[src/rtl/shake_port_arbiter.sv]
// shake_port_arbiter
//   Shares one W-bit word-stream sink between two producers. Each producer
//   posts a header (packet length in words), then streams exactly that many
//   words. The grant is held until the final word transfers, so packets never
//   interleave. Arbitration between simultaneous headers is round-robin.
//   Data handshakes are combinational pass-through (zero latency).
//
// Ports
//   clk, rst                      clock, synchronous active-low reset
//   reqN_len/isReady/canReceive   header channel of requester N (N = 0, 1)
//   inN/inN_isReady/canReceive    data channel of requester N
//   out/out_isReady/out_canReceive granted data stream toward the sink
//   out_last                      current out word ends its packet
//   out_src                       current grant holder (0 when idle)
//   busy                          a packet is in flight
module shake_port_arbiter #(
  parameter int W     = 64,
  parameter int LEN_W = 16
) (
  input  logic             clk,
  input  logic             rst,
  input  logic [LEN_W-1:0] req0_len,
  input  logic             req0_isReady,
  output logic             req0_canReceive,
  input  logic [W-1:0]     in0,
  input  logic             in0_isReady,
  output logic             in0_canReceive,
  input  logic [LEN_W-1:0] req1_len,
  input  logic             req1_isReady,
  output logic             req1_canReceive,
  input  logic [W-1:0]     in1,
  input  logic             in1_isReady,
  output logic             in1_canReceive,
  output logic [W-1:0]     out,
  output logic             out_isReady,
  input  logic             out_canReceive,
  output logic             out_last,
  output logic             out_src,
  output logic             busy
);

  typedef enum logic {
    IDLE = 1'b0,
    XFER = 1'b1
  } state_t;

  state_t           state_reg;
  logic             grant_reg;
  logic [LEN_W-1:0] cnt_reg;
  logic             last_grant_reg;

  // Per-requester views so the two ports can be handled uniformly.
  logic [1:0]       hdr_valid;
  logic [1:0]       hdr_ready;
  logic [1:0]       in_valid;
  logic [1:0]       in_ready;
  logic [LEN_W-1:0] len_sel  [2];
  logic [W-1:0]     word_sel [2];

  logic             idle;
  logic             xfer;
  logic             winner;
  logic             hdr_fire;
  logic             data_fire;
  logic             last_word;
  logic [LEN_W-1:0] win_len;

  assign hdr_valid   = {req1_isReady, req0_isReady};
  assign in_valid    = {in1_isReady, in0_isReady};
  assign len_sel[0]  = req0_len;
  assign len_sel[1]  = req1_len;
  assign word_sel[0] = in0;
  assign word_sel[1] = in1;

  // Every output is gated by rst so that nothing is offered or accepted
  // while reset is held, even before the first reset edge has landed.
  assign idle = rst & (state_reg == IDLE);
  assign xfer = rst & (state_reg == XFER);

  // On a tie the requester that did not win last time takes the grant.
  assign winner = (&hdr_valid) ? ~last_grant_reg : hdr_valid[1];

  genvar gi;
  generate
    for (gi = 0; gi < 2; gi++) begin : g_port
      assign hdr_ready[gi] = idle & hdr_valid[gi] & (winner == 1'(gi));
      assign in_ready[gi]  = xfer & (grant_reg == 1'(gi)) & out_canReceive;
    end
  endgenerate

  assign req0_canReceive = hdr_ready[0];
  assign req1_canReceive = hdr_ready[1];
  assign in0_canReceive  = in_ready[0];
  assign in1_canReceive  = in_ready[1];

  // hdr_ready already includes isReady, so any set bit is an accepted header.
  assign hdr_fire = |hdr_ready;
  assign win_len  = len_sel[winner];

  assign out_isReady = xfer & in_valid[grant_reg];
  assign out         = out_isReady ? word_sel[grant_reg] : '0;
  assign data_fire   = out_isReady & out_canReceive;
  assign last_word   = (cnt_reg == LEN_W'(1));
  assign out_last    = xfer & last_word;
  assign out_src     = xfer & grant_reg;
  assign busy        = xfer;

  always_ff @(posedge clk) begin
    if (!rst) begin
      state_reg      <= IDLE;
      grant_reg      <= 1'b0;
      cnt_reg        <= '0;
      last_grant_reg <= 1'b1;   // requester 0 wins the first tie
    end else begin
      case (state_reg)
        IDLE: begin
          if (hdr_fire) begin
            if (win_len != '0) begin
              state_reg <= XFER;
              grant_reg <= winner;
              cnt_reg   <= win_len;
            end else begin
              // Empty packet: consumed in place, but it still counts as a
              // grant for fairness purposes.
              last_grant_reg <= winner;
            end
          end
        end
        XFER: begin
          if (data_fire) begin
            cnt_reg <= cnt_reg - LEN_W'(1);
            if (last_word) begin
              state_reg      <= IDLE;
              last_grant_reg <= grant_reg;
            end
          end
        end
      endcase
    end
  end

endmodule
[config.mk]
export PLATFORM = sky130hd
export DESIGN_NAME = shake_port_arbiter
export DESIGN_NICKNAME = d
export VERILOG_FILES = /design/src/rtl/shake_port_arbiter.sv
export SDC_FILE = /design/constraint.sdc
export NUM_CORES = 1
export LEC_CHECK = 0
export CORE_MARGIN = 8
export CORE_UTILIZATION = 28
export CTS_CLUSTER_SIZE = 10
export DETAILED_ROUTE_END_ITERATION = 16
export HOLD_SLACK_MARGIN = 0.05
export PLACE_DENSITY = 0.86
export SETUP_SLACK_MARGIN = 0.15
export SLEW_MARGIN = 30
export SYNTH_ARGS = -nofsm -noshare
export SYNTH_HDL_FRONTEND = slang
export SYNTH_SLANG_ARGS = --single-unit
export TNS_END_PERCENT = 100
[constraint.sdc]
create_clock -name clk -period 2.18 [get_ports clk]
set_input_delay 0.218 -clock clk [delete_from_list [all_inputs] [get_ports clk]]
set_output_delay 0.218 -clock clk [all_outputs]
set_load 0.01 [all_outputs]
# Word level (Yosys, flattened, before mapping)
# Index checks and enable logic that the tools add are counted.
dict set report word_totals {
  register_bits 19
  inputBits 167
}
dict set report op_classes {
  n_addsub 1
  magnitude_cmp 3
  n_eq_ne 6
  muxes 24
  n_reduce_logical 6
  n_bitwise 19
}
# cell n
set op_table {}
lappend op_table {{$mux 64} 4}
lappend op_table {{$mux 16} 6}
lappend op_table {{$pmux 16 s2} 1}
lappend op_table {{$eq 16x1->1 const B} 1}
lappend op_table {{$reduce_bool 16->1} 1}
lappend op_table {{$sub 16x1->16 const B} 1}
lappend op_table {{$and 1x1->1} 13}
lappend op_table {{$mux 1} 11}
lappend op_table {{$ne 2x1->1 const B} 3}
lappend op_table {{$reduce_and 3->1} 2}
lappend op_table {{$ge 2x2->1 const B} 2}
lappend op_table {{$ne 2x2->1 const B} 2}
lappend op_table {{$not 1->1} 4}
lappend op_table {{$not 1->2} 2}
lappend op_table {{$pmux 1 s2} 2}
lappend op_table {{$reduce_and 4->1} 1}
lappend op_table {{$lt 1x2->1 const B} 1}
lappend op_table {{$reduce_and 2->1} 1}
lappend op_table {{$reduce_or 2->1} 1}

# Depth between registers and ports, before layout
# Gate-level depths: netlist (run 1).
dict set report logic_depth {
  ltp_word 10
  ltp_mapped 7
  mapped_depth_nobuf 7
}

# Worst setup path before layout (run 1)
# Ideal clock, no wire load.
dict set report synth_path {
  path_kind {reg-to-reg}
  startpoint {reg cnt_reg[0]}
  endpoint {reg cnt_reg[8]}
  n_path_buf 0
  synth_period_minus_slack_ns 2.200
  required_time_ns 2.064
  path_stages_with_launch 7
  slack_ns -0.020
  arrival_ns 2.084
  cell_sequence {dfxtp_1 > inv_1 > ha_1 > or3b_4 > or4_4 > or4_1 > a41o_1}
}
dict set report synth_between {
  elab_chain_len 3
}
# element line
set synth_lines {}
lappend synth_lines {{from (decl)} 49} ;# logic [LEN_W-1:0] cnt_reg;
lappend synth_lines {{from (signal assigned)} 121} ;# cnt_reg <= win_len;
lappend synth_lines {{from (signal assigned)} 131} ;# cnt_reg <= cnt_reg - LEN_W'(1);
lappend synth_lines {{$sub 16x1->16} 131}
lappend synth_lines {{$mux 16} 130} ;# if (data_fire) begin
lappend synth_lines {{$pmux 16 s2} 115} ;# case (state_reg)
# Every way passes these cells. The select of a mux whose other input is x is not followed.
# A chain may end at the register's enable or synchronous reset.

# Worst setup path after layout (run 1)
dict set report layout_path {
  startpoint {reg cnt_reg[1]}
  endpoint {reg cnt_reg[8]}
}
# The elaborated chain is that of the path after synthesis.

==> results.yml, run 1 <==
routing:
  drtPass1Iterations: 5
  drt-initial-drc-count: 167
  wire_per_inst_um: 20.19
  post-route-drc-count: 0
  routed_wl_um: 14380
  via_per_inst: 5.154
  vias: 3670
  postRouteAntennaNets: 0
critical_path:
  r2r_end: "cnt_reg[8]"
  critPathMaxStageDelay_ps: 470
  cp_slowest_cell: "or4_4"
  critPathLaunchType: "flop"
  path_cells: "inv_2 > ha_4 > or3b_4 > or4_4 > or3_4 > a211oi_2 > a41o_1"
  end_kind: "flop"
  crit_arrival_ps: 2300
  r2r-start: "cnt_reg[1]"
  critical_path.max_fanout: 4
  rr_worst_depth: 7
  required_ps: 2390
  crit_type: "flop to flop"
  worst-r2r-setup-slack_ps: 80
logic_synthesis:
  synthFlopType: "dfxtp_1"
  synth-seq-area-share_pct: 15.59
  ys_ff_latch: 19
  synth_top_family_by_area: "multiplexers"
  yosys-top-cells-area: "mux2i_1 (32%), dfxtp_1 (16%), nor2_1 (12%), nand2_1 (3.7%), nor4_1 (3.6%)"
  synth-compound-area-share_pct: 16.56
  synthDistinctLibCells: 46
  syn_avg_cell_area_um2: 7.176
  synth_area_mm2: 0.002440
  muxShareOfSynthArea_pct: 33.33
  async_reset_ff_share_pct: 0
  synthAdderAreaFrac_pct: 1.026
  synth_xor_area_share_pct: 0
  synth_edf_count: 0
  yosysTopAreaCellShare_pct: 32.41
  postSynthCellCount: 340
  yosys_warnings: 0
  syn-num-nets: 509
  yosys.area.top_type: "mux2i_1"
  synth-simple-area-share_pct: 28.00
cts:
  clkLatencyLatePin_ps: 260
  cts_buffer_depth: 2
  cts_root_buf: "clkbuf_8"
  cts_max_level: 1
  clk_pin_slew_worst_paths_ps: 80
  tritoncts: "done"
  clock-sinks: 19
  numCtsBuffers: 3
timing:
  slew_headroom_pct: 69.14
  fin_setup_tns_ps: 0
  min_period_ps: 2098
  final_hold_viol_count: 0
  min_period_over_period_pct: 96.26
  rsz0062_at_grt: "true"
  setup_slack_ps: 81.55
  final.setup_skew_ps: 3.726
  setup_viol: 0
  slew_viol_final: 0
  fmax_mhz: 476.5
  worstMarginPinSlew_ps: 459.3
layout:
  utilization_pct: 62.75
  fin_area_mm2: 0.005393
  filler_cell_count: 739
  antennaDiodeCount: 0
  multi_input_area_mm2: 0.002066
  largest_register_ff_count: 16
  seq_area_um2: 386.6
  drive_above_1_share_pct: 14.24
  area_delta_synth_final_pct: 121.0
  nets: 774
grt:
  grt_pass1_vias: 3859
  grt_pass1_wl_um: 20960
  antenna_found_initial: 0
  overflow: 0
  grt_usage_pct: 22.51
  grt_start_max_net_pins: 36
die:
  die_height_um: 109.3
  num_rows: 34
  core_mm2: 0.008593
  dieArea_mm2: 0.01196
  ioPinCount: 239
  start_util_pct: 28.39
  die_w_um: 109.3
power:
  p_total_mw: 2.134
  pwr_density_cell_mw_per_mm2: 395.8
  vdd_ir_drop_max_mv: 0.2316
  cellLeakagePower_nw: 2.312
worst_hold_path:
  hold-path-cell-count: 1
  hold_end: "cnt_reg[14]"
  holdCritStartpoint: "cnt_reg[14]"
  hp-class: "flop to flop"
placement:
  place_area_mm2: 0.005197
  place_hpwl_um: 11970
  dpl_worst_slack_ps: -232.7
  portBuffers: 238
  gp_congestion: 0.9662
status:
  status: "finished clean"
job:
  max_cap_viol_count: 0
cell usage in the layout, fill, tap and decap left out, types with 2 or more instances in the layout:
| cell | Yosys | layout |
|---|---|---|
| and3_1 | 3 | 3 |
| nor3_1 | 5 | 5 |
| nand3_1 | 6 | 6 |
| or4_4 | 1 | 3 |
| dfxtp_1 | 19 | 16 |
| o221a_2 | 3 | 3 |
| clkdlybuf4s50_1 | 0 | 170 |
| a21oi_1 | 10 | 10 |
| buf_12 | 0 | 2 |
| buf_8 | 0 | 2 |
| o31ai_1 | 3 | 2 |
| nor4_2 | 0 | 4 |
| o211ai_1 | 3 | 3 |
| buf_16 | 0 | 2 |
| or3_4 | 1 | 2 |
| nor2b_1 | 2 | 2 |
| a31oi_1 | 2 | 2 |
| a32o_1 | 5 | 5 |
| inv_2 | 0 | 2 |
| or2_2 | 4 | 3 |
| nand2_1 | 24 | 24 |
| buf_4 | 1 | 40 |
| nor4_1 | 14 | 10 |
| o22ai_1 | 4 | 4 |
| nand4_1 | 2 | 2 |
| dlygate4sd2_1 | 0 | 66 |
| nor2_1 | 76 | 76 |
| dfxtp_2 | 0 | 2 |
| inv_1 | 7 | 5 |
| clkbuf_8 | 0 | 3 |
| o21ai_0 | 16 | 15 |
| mux2_2 | 2 | 2 |
| mux2i_1 | 79 | 78 |
metrics by stage:
step	std cells	hold WS (ps)
2_1_floorplan	340	436.1
3_3_place_gp	700	472.1
3_5_place_dp	700	474.0
4_1_cts	708	491.5
5_1_grt	712	534.8
6_report	712	490.6
repair_timing:
item                                    in CTS  in global routing
hold buffers                                 0                  0
setup buffers                                3                  3
gates cloned                                 1                  1
pin swaps                                    5                  7
endpoints found under the setup margin      79                 22
hold endpoints to repair                     0                  0
resized for setup                           83                 13
report_power, final:
group          internal (mW)  switching [mW]
sequential             0.401          0.0519
clock                  0.130           0.123
combinational          0.798           0.631
critical path, delay by kind of cell (launching register included):
kind | cells | cell delay (ps)
flip-flops | 1 | 330
adder cells (fa/ha/maj) | 1 | 130
AO/OA/AOI/OAI | 2 | 330
AND/OR/NAND/NOR | 3 | 1200
buffers and inverters | 1 | 70
routing by layer:
layer | GRT usage, % | part of all wire [%] | up-vias
li1 | - | - | 1770
met1 | 23.22 | 35 | 1670
met2 | 42.59 | 52 | 202
met3 | 6.975 | 9.7 | 28
met4 | 6.268 | 2.9 | 0
met5 | 0 | 0 | -
area by class of cell:
class | instances | area share [%]
flip-flops and latches | 19 | 7.169
multi-input cells | 289 | 38.31
repair buffers | 285 | 50.70
inverters | 7 | 0.4872
clock buffers | 4 | 0.8353
well taps | 108 | 2.506
synthesized netlist by cell type (all sizes together) (3+ instances only):
master  number
or4          4
o31ai        3
clkbuf      16
nand3        6
mux2i       79
buf         10
a32o         5
a21oi       10
nor2        76
o211ai       3
o22ai        4
or2          4
o21ai       16
nor4        14
inv          7
o221a        3
dfxtp       19
and3         3
nor3         5
nand2       24
worst max path at each step:
stage	cells after the start	to	from	slack (ps)
6_report	7	cnt_reg[8]	cnt_reg[1]	80
5_1_grt	7	cnt_reg[8]	cnt_reg[0]	6
4_1_cts	7	cnt_reg[8]	cnt_reg[1]	100
3_5_place_dp	7	cnt_reg[11]	req1_len[3]	-230
3_3_place_gp	8	cnt_reg[11]	req1_len[11]	-130
2_1_floorplan	6	cnt_reg[8]	cnt_reg[0]	20
cells by family after synthesis:
family	count (synthesis)
AO/OA/AOI/OAI	58
adder cells (fa/ha/maj)	2
buffers and inverters	33
flip-flops	19
multiplexers	81
AND/OR/NAND/NOR	147
No activity file was read; power rests on OpenSTA's default activity.
==> inputs of run 2 (changes only) <==
--- a/config.mk
+++ b/config.mk
@@ -12,6 +12,7 @@
 export HOLD_SLACK_MARGIN = 0.05
 export PLACE_DENSITY = 0.86
 export SETUP_SLACK_MARGIN = 0.15
+export SKIP_LAST_GASP = 1
 export SLEW_MARGIN = 30
 export SYNTH_ARGS = -nofsm -noshare
 export SYNTH_HDL_FRONTEND = slang
==> results.yml, run 2 (synthesis gave the netlist of run 1 again) <==
die:
  dieArea_mm2: 0.01196
  die_height_um: 109.3
  start_util_pct: 28.39
  die_w_um: 109.3
  ioPinCount: 239
  core_mm2: 0.008593
  num_rows: 34
status:
  status: "finished clean"
cts:
  cts_buffer_depth: 2
  tritoncts: "done"
  numCtsBuffers: 3
  clock-sinks: 19
  clk_pin_slew_worst_paths_ps: 80
  cts_root_buf: "clkbuf_8"
  ctsHoldBuffers: 0
  cts_max_level: 1
  clkLatencyLatePin_ps: 260
layout:
  final_cell_count_no_fill: 713
  antennaDiodeCount: 0
  final_common_cell: "clkdlybuf4s50_1"
  nets: 775
  filler_cell_count: 734
  largest_register_ff_count: 16
  final_cell_mix: "clkdlybuf4s50_1 (170), mux2i_1 (78), nor2_1 (76), dlygate4sd2_1 (65), buf_4 (42)"
  utilization_pct: 62.97
  fin_area_mm2: 0.005411
  area_delta_synth_final_pct: 121.8
  drive_above_1_share_pct: 14.38
grt:
  grt_usage_pct: 22.52
  antenna_found_initial: 0
  grt_pass1_wl_um: 20940
  grt_pass1_vias: 3845
  overflow: 0
  grt_start_max_net_pins: 36
job:
  max_cap_viol_count: 0
critical_path:
  critPathBufInv: 1
  cp_slowest_cell: "or4_4"
  r2r-start: "cnt_reg[1]"
  end_kind: "flop"
  crit_type: "flop to flop"
  crit_arrival_ps: 2300
  worst-r2r-setup-slack_ps: 90
  required_ps: 2390
  crit_family: "simple AND/OR/NAND/NOR gates"
  crit_path_start: "cnt_reg[1]"
  critical_path.max_fanout: 4
  rr_worst_depth: 7
  r2r_end: "cnt_reg[8]"
  critPathLaunchType: "flop"
  critPathMaxStageDelay_ps: 460
  path_cells: "inv_2 > ha_4 > or3b_4 > or4_4 > or3_4 > a211oi_2 > a41o_1"
worst_hold_path:
  holdCritStartpoint: "cnt_reg[14]"
  hold_end: "cnt_reg[14]"
  hp-class: "flop to flop"
  hold-path-cell-count: 1
placement:
  place_hpwl_um: 11970
  dpl_worst_slack_ps: -232.7
  portBuffers: 238
  place_area_mm2: 0.005197
  dp_cells: 700
  gp_congestion: 0.9662
routing:
  via_per_inst: 5.206
  wire_per_inst_um: 20.45
  drt-initial-drc-count: 139
  postRouteAntennaNets: 0
  post-route-drc-count: 0
  vias: 3712
  routed_wl_um: 14580
  drtPass1Iterations: 5
timing:
  fmax_mhz: 478.0
  rsz0062_at_grt: "true"
  min_period_over_period_pct: 95.96
  fin_setup_tns_ps: 0
  min_period_ps: 2092
  slew_viol_final: 0
  setup_viol: 0
  final_hold_viol_count: 0
  setup_slack_ps: 88.14
  final.setup_skew_ps: 4.035
  worstMarginPinSlew_ps: 446.7
  finalHoldWorstSlack_ps: 491.7
  slew_headroom_pct: 69.99
power:
  vdd_ir_drop_max_mv: 0.2236
  pwr_density_cell_mw_per_mm2: 397.0
  p_total_mw: 2.148
  cellLeakagePower_nw: 2.329
==> run 2: metal layers <==
layer  share of wire [%]  up-vias  GRT usage (%)  wire length, um
met2                  52      218          42.89             7575
met1                  35     1682          23.40             5108
li1                    -     1778              -                -
met5                   0        -              0                0
met3                  10       34          6.858             1482
met4                 2.9        0          5.400              416
==> run 2: how the worst max path moves through the flow <==
stage | endpoint | slack, ps | depth (start not counted)
global placement | cnt_reg[11] | -130 | 8
global route | cnt_reg[8] | 6 | 7
floorplan | cnt_reg[8] | 20 | 6
CTS | out[5] | -50 | 5
detailed placement | cnt_reg[11] | -230 | 7
finish | cnt_reg[8] | 90 | 7
==> run 2: what timing repair did <==
| action | in CTS | in global routing |
|---|---|---|
| setup buffers | 3 | 4 |
| resized for setup | 80 | 18 |
| gates cloned | 1 | 1 |
| setup endpoints to repair | 79 | 23 |
| pin swaps | 5 | 6 |
==> run 2: final cells by class <==
type	count	area, um2	area share [%]
Tap cell	108	135.1	2.497
Timing Repair Buffer	286	2733	50.50
Sequential cell	19	386.6	7.145
Clock buffer	4	45.04	0.8324
Multi-Input combinational cell	289	2086	38.54
Inverter	7	26.28	0.4855
==> run 2: worst register-to-register path: cells and delay by family, from the launching register on <==
kind | cells | cell delay [ps]
compound gates | 2 | 330
simple gates | 3 | 1180
buf+inv | 1 | 70
flops | 1 | 330
fa+ha+maj | 1 | 130
==> run 2: where the power goes <==
part	switching [mW]	total, mW	internal (mW)
combinational	0.641	1.44	0.800
sequential	0.0529	0.454	0.401
clock	0.124	0.254	0.130
total	0.818	2.15	1.33
